File: src/rtl/core_id_stage.sv
// core_id_stage: instruction decode with a two-entry (output + skid) handshake buffer and load-use interlock.
// Opcode is ins[31:26]; ALU ops occupy 0..25 as {reg, imm} pairs and alu_op is the pair index + 1.
module core_id_stage #(
    parameter int XLEN   = 32,
    parameter int RF_AW  = 4,
    parameter int PC_REG = 15,
    parameter int HAZ_EN = 1
) (
    input  logic             clk,
    input  logic             rst,
    input  logic             if_valid,
    output logic             if_ready,
    input  logic [31:0]      if_ins,
    input  logic [XLEN-1:0]  if_pc,
    output logic             id_valid,
    input  logic             id_ready,
    input  logic             id_flush,
    input  logic             ex_load,
    input  logic [RF_AW-1:0] ex_rd,
    input  logic [XLEN-1:0]  sr,
    output logic [31:0]      id_ins,
    output logic [XLEN-1:0]  id_pc,
    output logic [XLEN-1:0]  imm,
    output logic [RF_AW-1:0] rfa_addr,
    output logic [RF_AW-1:0] rfb_addr,
    output logic [RF_AW-1:0] rd_addr,
    output logic             rfa_r,
    output logic             rfb_r,
    output logic             rd_w,
    output logic [3:0]       alu_op,
    output logic [1:0]       oprand_mux_a,
    output logic [1:0]       oprand_mux_b,
    output logic             is_load,
    output logic             branch,
    output logic             id_err
);
    localparam int CORE_SR_ZF = 0;
    localparam logic [5:0] OP_NOT = 6'd26, OP_MOV = 6'd28, OP_MOVI = 6'd29, OP_LD = 6'd30,
        OP_ST = 6'd31, OP_B = 6'd32, OP_BI = 6'd33, OP_CALL = 6'd34, OP_CALLI = 6'd35,
        OP_RET = 6'd37, OP_MRS = 6'd40;
    localparam logic [3:0] CORE_ALUOP_NONE = 4'd0, CORE_ALUOP_ADD = 4'd1,
        CORE_ALUOP_NOT = 4'd14, CORE_ALUOP_ERR = 4'd15;
    localparam logic [1:0] CORE_OPMUX_A_NONE = 2'd0, CORE_OPMUX_A_RA = 2'd1, CORE_OPMUX_A_ID_PC = 2'd2;
    localparam logic [1:0] CORE_OPMUX_B_NONE = 2'd0, CORE_OPMUX_B_RB = 2'd1, CORE_OPMUX_B_IMM = 2'd2,
        CORE_OPMUX_B_ID_PC = 2'd3;
    localparam logic [3:0] CORE_BRANCH_B = 4'd0, CORE_BRANCH_BE = 4'd1, CORE_BRANCH_BNE = 4'd2;

    typedef struct packed {
        logic [31:0]      ins;
        logic [XLEN-1:0]  pc;
        logic [XLEN-1:0]  imm;
        logic [RF_AW-1:0] ra;
        logic [RF_AW-1:0] rb;
        logic [RF_AW-1:0] rd;
        logic             a_r;
        logic             b_r;
        logic             w;
        logic [3:0]       alu;
        logic [1:0]       ma;
        logic [1:0]       mb;
        logic             ld;
        logic             br;
        logic             err;
    } dec_t;

    typedef enum logic [1:0] {EMPTY, FULL, SKID} state_t;

    state_t state, state_nx;
    dec_t d, o, s;
    logic ld_in, ld_skid, ld_s, in_hs, out_hs, stall;
    logic [5:0] op;
    logic [3:0] k, code;
    logic [RF_AW-1:0] ra, rb;
    logic alu, alu_r, alu_i, zext, sext16, sext22, has_imm, ra_rd, rb_rd, isb, known, zf;
    logic unused_sr;

    assign op      = if_ins[31:26];
    assign k       = op[4:1];
    assign code    = if_ins[25:22];
    assign ra      = if_ins[25-RF_AW -: RF_AW];
    assign rb      = if_ins[25-2*RF_AW -: RF_AW];
    assign zf      = sr[CORE_SR_ZF];
    assign unused_sr = ^sr;
    assign alu     = op < 6'd26;
    assign alu_r   = alu && !op[0];
    assign alu_i   = alu && op[0];
    assign zext    = alu_i && (k == 4'd3 || k == 4'd5 || k >= 4'd9);
    assign sext16  = (alu_i && !zext) || op inside {OP_MOVI, OP_LD, OP_ST};
    assign sext22  = op inside {OP_BI, OP_CALLI};
    assign has_imm = sext16 || zext || sext22;
    assign ra_rd   = alu_r || op inside {OP_NOT, OP_B, OP_CALL, OP_MOV, OP_ST, OP_RET, OP_MRS};
    assign rb_rd   = alu_r;
    assign isb     = op inside {OP_B, OP_BI};
    assign known   = op <= OP_MRS;

    always_comb begin
        d = '0;
        d.ins = if_ins;
        d.pc = if_pc;
        d.rd = if_ins[25 -: RF_AW];
        d.ra = ra;
        d.rb = rb;
        d.imm = sext22 ? {{(XLEN-22){if_ins[21]}}, if_ins[21:0]} :
                sext16 ? {{(XLEN-16){if_ins[15]}}, if_ins[15:0]} :
                zext   ? {{(XLEN-16){1'b0}}, if_ins[15:0]} : '0;
        d.a_r = ra_rd && ra != RF_AW'(PC_REG);
        d.b_r = rb_rd && rb != RF_AW'(PC_REG);
        d.ma = !ra_rd ? CORE_OPMUX_A_NONE : ra == RF_AW'(PC_REG) ? CORE_OPMUX_A_ID_PC : CORE_OPMUX_A_RA;
        d.mb = rb_rd ? (rb == RF_AW'(PC_REG) ? CORE_OPMUX_B_ID_PC : CORE_OPMUX_B_RB) :
               has_imm ? CORE_OPMUX_B_IMM : CORE_OPMUX_B_NONE;
        d.w = alu || op inside {OP_NOT, OP_MOV, OP_MOVI, OP_LD, OP_MRS};
        d.ld = op == OP_LD;
        d.alu = alu ? k + 4'd1 : op == OP_NOT ? CORE_ALUOP_NOT :
                op inside {OP_LD, OP_ST, OP_B, OP_BI, OP_CALL, OP_CALLI} ? CORE_ALUOP_ADD :
                !known ? CORE_ALUOP_ERR : CORE_ALUOP_NONE;
        d.br = isb && (code == CORE_BRANCH_B || (code == CORE_BRANCH_BE && zf) || (code == CORE_BRANCH_BNE && !zf));
        d.err = !known || (isb && code > CORE_BRANCH_BNE);
    end

    assign stall    = (HAZ_EN != 0) && ex_load && ((o.a_r && o.ra == ex_rd) || (o.b_r && o.rb == ex_rd));
    assign if_ready = state != SKID && !id_flush;
    assign id_valid = state != EMPTY && !stall;
    assign in_hs    = if_valid && if_ready;
    assign out_hs   = id_valid && id_ready;

    always_ff @(posedge clk or negedge rst)
        if (!rst) state <= EMPTY;
        else state <= state_nx;

    always_comb begin
        state_nx = state;
        ld_in = 1'b0;
        ld_skid = 1'b0;
        ld_s = 1'b0;
        if (id_flush) state_nx = EMPTY;
        else case (state)
            EMPTY: if (in_hs) begin
                state_nx = FULL;
                ld_in = 1'b1;
            end
            FULL: if (in_hs) begin
                state_nx = out_hs ? FULL : SKID;
                ld_in = out_hs;
                ld_s = !out_hs;
            end else if (out_hs) state_nx = EMPTY;
            SKID: if (out_hs) begin
                state_nx = FULL;
                ld_skid = 1'b1;
            end
            default: state_nx = EMPTY;
        endcase
    end

    always_ff @(posedge clk or negedge rst)
        if (!rst) begin
            o <= '0;
            s <= '0;
        end else begin
            if (ld_in) o <= d;
            else if (ld_skid) o <= s;
            if (ld_s) s <= d;
        end

    assign id_ins       = o.ins;
    assign id_pc        = o.pc;
    assign imm          = o.imm;
    assign rfa_addr     = o.ra;
    assign rfb_addr     = o.rb;
    assign rd_addr      = o.rd;
    assign rfa_r        = o.a_r;
    assign rfb_r        = o.b_r;
    assign rd_w         = o.w;
    assign alu_op       = o.alu;
    assign oprand_mux_a = o.ma;
    assign oprand_mux_b = o.mb;
    assign is_load      = o.ld;
    assign branch       = o.br;
    assign id_err       = o.err;
endmodule

File: config.mk
export PLATFORM = sky130hd
export DESIGN_NAME = core_id_stage
export DESIGN_NICKNAME = d
export VERILOG_FILES = /design/src/rtl/core_id_stage.sv
export SDC_FILE = /design/constraint.sdc
export NUM_CORES = 1
export LEC_CHECK = 0
export ABC_AREA = 1
export CAP_MARGIN = 20
export CELL_PAD_IN_SITES_DETAIL_PLACEMENT = 1
export CELL_PAD_IN_SITES_GLOBAL_PLACEMENT = 1
export CORE_ASPECT_RATIO = 0.75
export CORE_MARGIN = 2
export CORE_UTILIZATION = 33
export CTS_CLUSTER_DIAMETER = 120
export DETAILED_ROUTE_END_ITERATION = 8
export PLACE_DENSITY_LB_ADDON = 0.1
export SYNTH_ARGS = -nofsm -noshare
export SYNTH_HDL_FRONTEND = slang
export SYNTH_SLANG_ARGS = --single-unit
File: constraint.sdc
create_clock -name clk -period 1.6 [get_ports clk]
set_clock_uncertainty 0.15 [all_clocks]
set_input_delay 0.24 -clock clk [delete_from_list [all_inputs] [get_ports clk]]
set_output_delay 0.24 -clock clk [all_outputs]
set_load 0.03 [all_outputs]
[Word-level counts from Yosys, hierarchy flattened]
Cells that the tools add are included.
Storage, ports and cells
  flip-flop bits (word level): 246
  input bits: 106
  output and inout port bits: 124
  word-level logic and storage cells: 140
Cells by class
  add/subtract/negate cells: 1
  $lt $le $gt $ge: 4
  eq/ne operators: 27
  multiplexer cells: 31
  reduce and logical (&&, ||, !) cells: 46
Operators by type and width (number)
  122-bit 2-to-1 mux: 2
  32-bit 2-to-1 mux: 2
  6-bit equality test (second input constant): 6
  6-bit by 5-bit equality test with 1-bit output (second input constant): 5
  2-bit 2-to-1 mux: 11
  1-bit logical AND: 17
  16-bit 2-to-1 mux: 1
  4-bit 2-to-1 mux: 4
  4-bit != test (second input constant): 3
  1-bit logical OR: 11
  1-bit 2-to-1 mux: 9
  4-bit by 2-bit equality test with 1-bit output (second input constant): 2
  4-bit equality test: 2
  4-bit equality test (second input constant): 2
  2-bit nonzero test: 4
  1-bit logical NOT: 7
  7-bit nonzero test: 1
  6-bit less-or-equal comparator (second input constant): 1
  6-bit by 5-bit less-than comparator with 1-bit output (second input constant): 1
  3-bit != test (second input constant): 2
  2-bit case mux with 3 select lines: 1
  6-bit nonzero test: 1
  5-bit nonzero test: 1
  4-bit by 1-bit adder with 4-bit output (second input constant): 1
  other kinds (12): 12

[Depth between registers and ports, before layout]
  depth in word-level cells: 12
  mapped depth: 14

[Worst setup path before layout]
OpenSTA, ideal clock, no wires.
  path kind: reg2reg
  from: register, netlist name id_ins[17]
  to: register s[7] in the netlist's numbering
  library setup time: 0.118 ns
  data arrival time: 1.930 ns
  required time: 1.332 ns
  slack: -0.598 ns
  cell stages (with the launch flop): 14
  path buffers: 2
  clock period less this slack: 2.198 ns
  cells stage by stage: dfrtp_1 inv_1 nor2_1 nor2_1 nand3_1 nand2_1 a21boi_2 nand2_2 nand2_4 inv_2 buf_6 buf_6 nand2_1 o21ai_2
RTL lines
  end signal: assignment: line 157  | s <= '0;
  end signal: assignment: line 161  | if (ld_s) s <= d;
  end: declaration: line 69  | dec_t d, o, s;

==> results.cfg <==
[placed_design]
routabilityCongestion = 0.8403
portBuffers = 198
place_ws_ns = -0.9115
hpwlAfterDp_um = 22460

[setup_path]
critPathLaunchType = flop
worst_setup_path_end_kind = flop
critPathSlowestCell = dfrtp_2
path_cells = inv_2 > nand2_2 > nand2_2 > nor2_2 > nand3_2 > nand2_2 > nand2_2 > nand4_1 > nand2_4 > buf_12 > buf_12 > clkbuf_16 > a21oi_2 > nand2_1
worstSetupPathType = flop to flop
arrival_ns = 2.55
cp_max_fo = 6
cpPeakStageDelay_ns = 0.41
crit_top_cell = nand2_2
cp.required_ns = 1.79

[yosys]
synth_area_per_cell_um2 = 8.077
ys_warn_count = 0
synthTopCellsByArea = dfrtp_1 (53%), nand2_1 (9.8%), nand3_1 (5.9%)
yosysSeqAreaShare_pct = 52.83
yosysTopAreaCell = dfrtp_1
synth_cells = 1173
netlist_area_mm2 = 0.009474
synth_cell_type_count = 31
syn-num-nets = 1283
yosysTopAreaCellShare_pct = 52.83
yosys_register_bits = 200

[drt]
ant_nets = 0
drt-wirelength-per-cell_um = 24.36
finalWirelength_um = 47200
vias_per_cell = 5.197
vias = 10067
drt_iter0_markers = 599
drt-pass1-iter-count = 5
drc = 0

[sta]
final-hold-violation-count = 0
min_period_over_period_pct = 147.6
finalSetupViolations = 207
maxSlewHeadroom_pct = 65.14
max_freq_mhz = 423.6
slew_violations = 0
setup_ws_ns = -0.7610
rsz0062_at_grt = yes
period_minus_slack_ns = 2.361
worst_pin_slew_ns = 0.5229

[power_and_ir_drop]
powerDensity_mw_per_mm2 = 1412
peakVddDrop_uv = 869.1
p_leak_nw = 8.737
power_mw = 24.94

[clock_network]
root_buffer = clkbuf_16
cts.path.max_buffers = 2
clkSinkCount = 200
clkTransAtPathRegs_ns = 0.09
clock_latency_ns = 0.46
h-tree-depth = 4
cts_buffers = 17
tritoncts = built

[grt]
antenna_found_initial = 0
grt_max_degree = 53
grt_util_all_layers_pct = 29.66
grt_pass1_wl_um = 66060
grt_pass1_vias = 10805
grt_overflow = 0

[outcome]
outcome = finished, violations left
violations = setup timing

[layout]
final_nets = 1649
insertedDiodeCount = 0
drive_above_1_share_pct = 50.84
areaGrowthSynthToFinish_pct = 86.40
nFillCells = 2994
multiInputGateArea_mm2 = 0.005390
area.sequential_mm2 = 0.005017

[die]
die_h_um = 150.7
start_util_pct = 33.70
core_mm2 = 0.02812
die_area_mm2 = 0.03010
std_cell_rows = 53
ios = 230
die_x_um = 199.7

[flow_run]
cap_violations = 0

[hold_path]
hp-class = input pin to async pin
-- state kept, by name, indices dropped and copies added (netlist names) --
register,cells
s,99
id_ins,32
id_pc,32
imm,22
alu_op,4
oprand_mux_a,2
oprand_mux_b,2
state,2
branch,1
id_err,1
is_load,1
rd_w,1
rfb_r,1
-- logic make-up (layout without fill, tap and decap cells) --
| family | Yosys count | after routing | synth area share (%) |
|---|---|---|---|
| AOI/OAI and AO/OA | 214 | 214 | 11.97 |
| xor gates and xnor gates | 2 | 2 | 0.1849 |
| and+or+nand+nor | 514 | 514 | 22.39 |
| adders and majority gates | 4 | 4 | 0.5283 |
| buffers and inverters | 239 | 618 | 12.11 |
| DFF | 200 | 200 | 52.83 |
-- cell type report --
cell class / count / area share (%)
tap: 385 / 2.728
timing repair buffer: 432 / 31.56
timing repair inverter: 2 / 0.2267
clock buffer: 18 / 2.487
multi-input combinational: 734 / 30.52
sequential: 200 / 28.41
inverter: 152 / 3.415
clock inverter: 14 / 0.6518
-- per-stage QoR --
step	cell area, um^2	hold slack [ns]	setup TNS (ns)	utilization, %	instances
2_1_floorplan	10300	-0.2056	-65.87	-	1173
3_3_place_gp	13280	-0.01181	-142.17	47.21	1795
3_5_place_dp	13280	-0.01048	-152.55	47.21	1795
4_1_cts	16930	0.06831	-92.71	60.19	1934
5_1_grt	17660	0.09575	-145.60	62.81	1937
6_report	17660	0.08443	-130.20	62.81	1937
-- critical path, delay by kind of cell, from the launching register on --
family	cells	cell delay [ns]
buffers and inverters	4	0.54
AO/OA/AOI/OAI	1	0.15
flip-flops	1	0.41
AND/OR/NAND/NOR	9	0.97
-- cells in the mapped netlist --
library cell  instances
nand2_1             248
dfrtp_1             200
inv_1               147
nor2_1              137
nand3_1             112
a21oi_1             101
o21ai_0              90
buf_2                35
buf_4                33
o21ai_2              12
buf_6                11
clkbuf_1              8
o21ai_1               6
inv_2                 5
ha_1                  4
nand4_1               4
nor3_1                3
nand2_2               2
nor4_1                2
o211ai_1              2
a2111oi_0             1
a21boi_2              1
and2_1                1
nand2_4               1
nand3b_1              1
nor2_2                1
nor3b_2               1
o21bai_1              1
or2_2                 1
xnor2_1               1
xor2_1                1
-- placed cells by master (no fill, tap or decap), drive strengths merged --
cell	Yosys	routed
xor2	1	1
clkbuf	8	34
ha	4	4
nand3	112	112
clkinv	0	6
bufbuf	0	1
nand2	251	251
or2	1	1
and2	1	1
nor3	3	3
clkdlybuf4s50	0	71
dlygate4sd3	0	1
nor4	2	2
nand4	4	4
buf	79	276
clkdlybuf4s15	0	65
xnor2	1	1
nor2	138	138
inv	152	159
dfrtp	200	200
clkinvlp	0	3
nand3b	1	1
o21ai	108	108
a2111oi	1	1
o211ai	2	2
nor3b	1	1
a21boi	1	1
o21bai	1	1
a21oi	101	101
dlymetal6s2s	0	2
-- power breakdown --
part | total (mW) | internal [mW] | switching [mW]
sequential | 8.76 | 7.17 | 1.59
clock | 4.36 | 2.08 | 2.28
combinational | 11.8 | 5.10 | 6.72
-- per-layer routing --
| layer | GRT usage, % | up-vias | wire length, um |
|---|---|---|---|
| li1 | - | 4457 | - |
| met1 | 39.23 | 5171 | 20050 |
| met2 | 49.76 | 327 | 23330 |
| met3 | 4.592 | 112 | 2198 |
| met4 | 9.963 | 0 | 1615 |
| met5 | 0 | - | 0 |
-- repair_timing --
action	4_1_cts	5_1_grt
gates cloned	51	6
buffers inserted	60	14
setup endpoints to repair	312	232
hold buffers	1	0
gates resized for setup	710	239
pin swaps	24	56
endpoints found under the hold margin	200	0
-- final timing paths --
path / cells after the start / startpoint / end / slack, ns
max: 14 / id_ins[19]$_DFFE_PN0P_ / id_pc[12]$_DFFE_PN0P_ / -0.76
min: 2 / rst / id_ins[6]$_DFFE_PN0P_ / 0.08
max reg2reg: 14 / id_ins[19]$_DFFE_PN0P_ / id_pc[12]$_DFFE_PN0P_ / -0.76
min reg2reg: 2 / s[114]$_DFFE_PN0P_ / s[114]$_DFFE_PN0P_ / 0.34
max in group asynchronous: 3 / rst / imm[30]$_DFFE_PN0P_ / 0.61
min in group clk: 3 / if_ins[10] / s[100]$_DFFE_PN0P_ / 0.28
No activity file was read; power rests on OpenSTA's default activity.
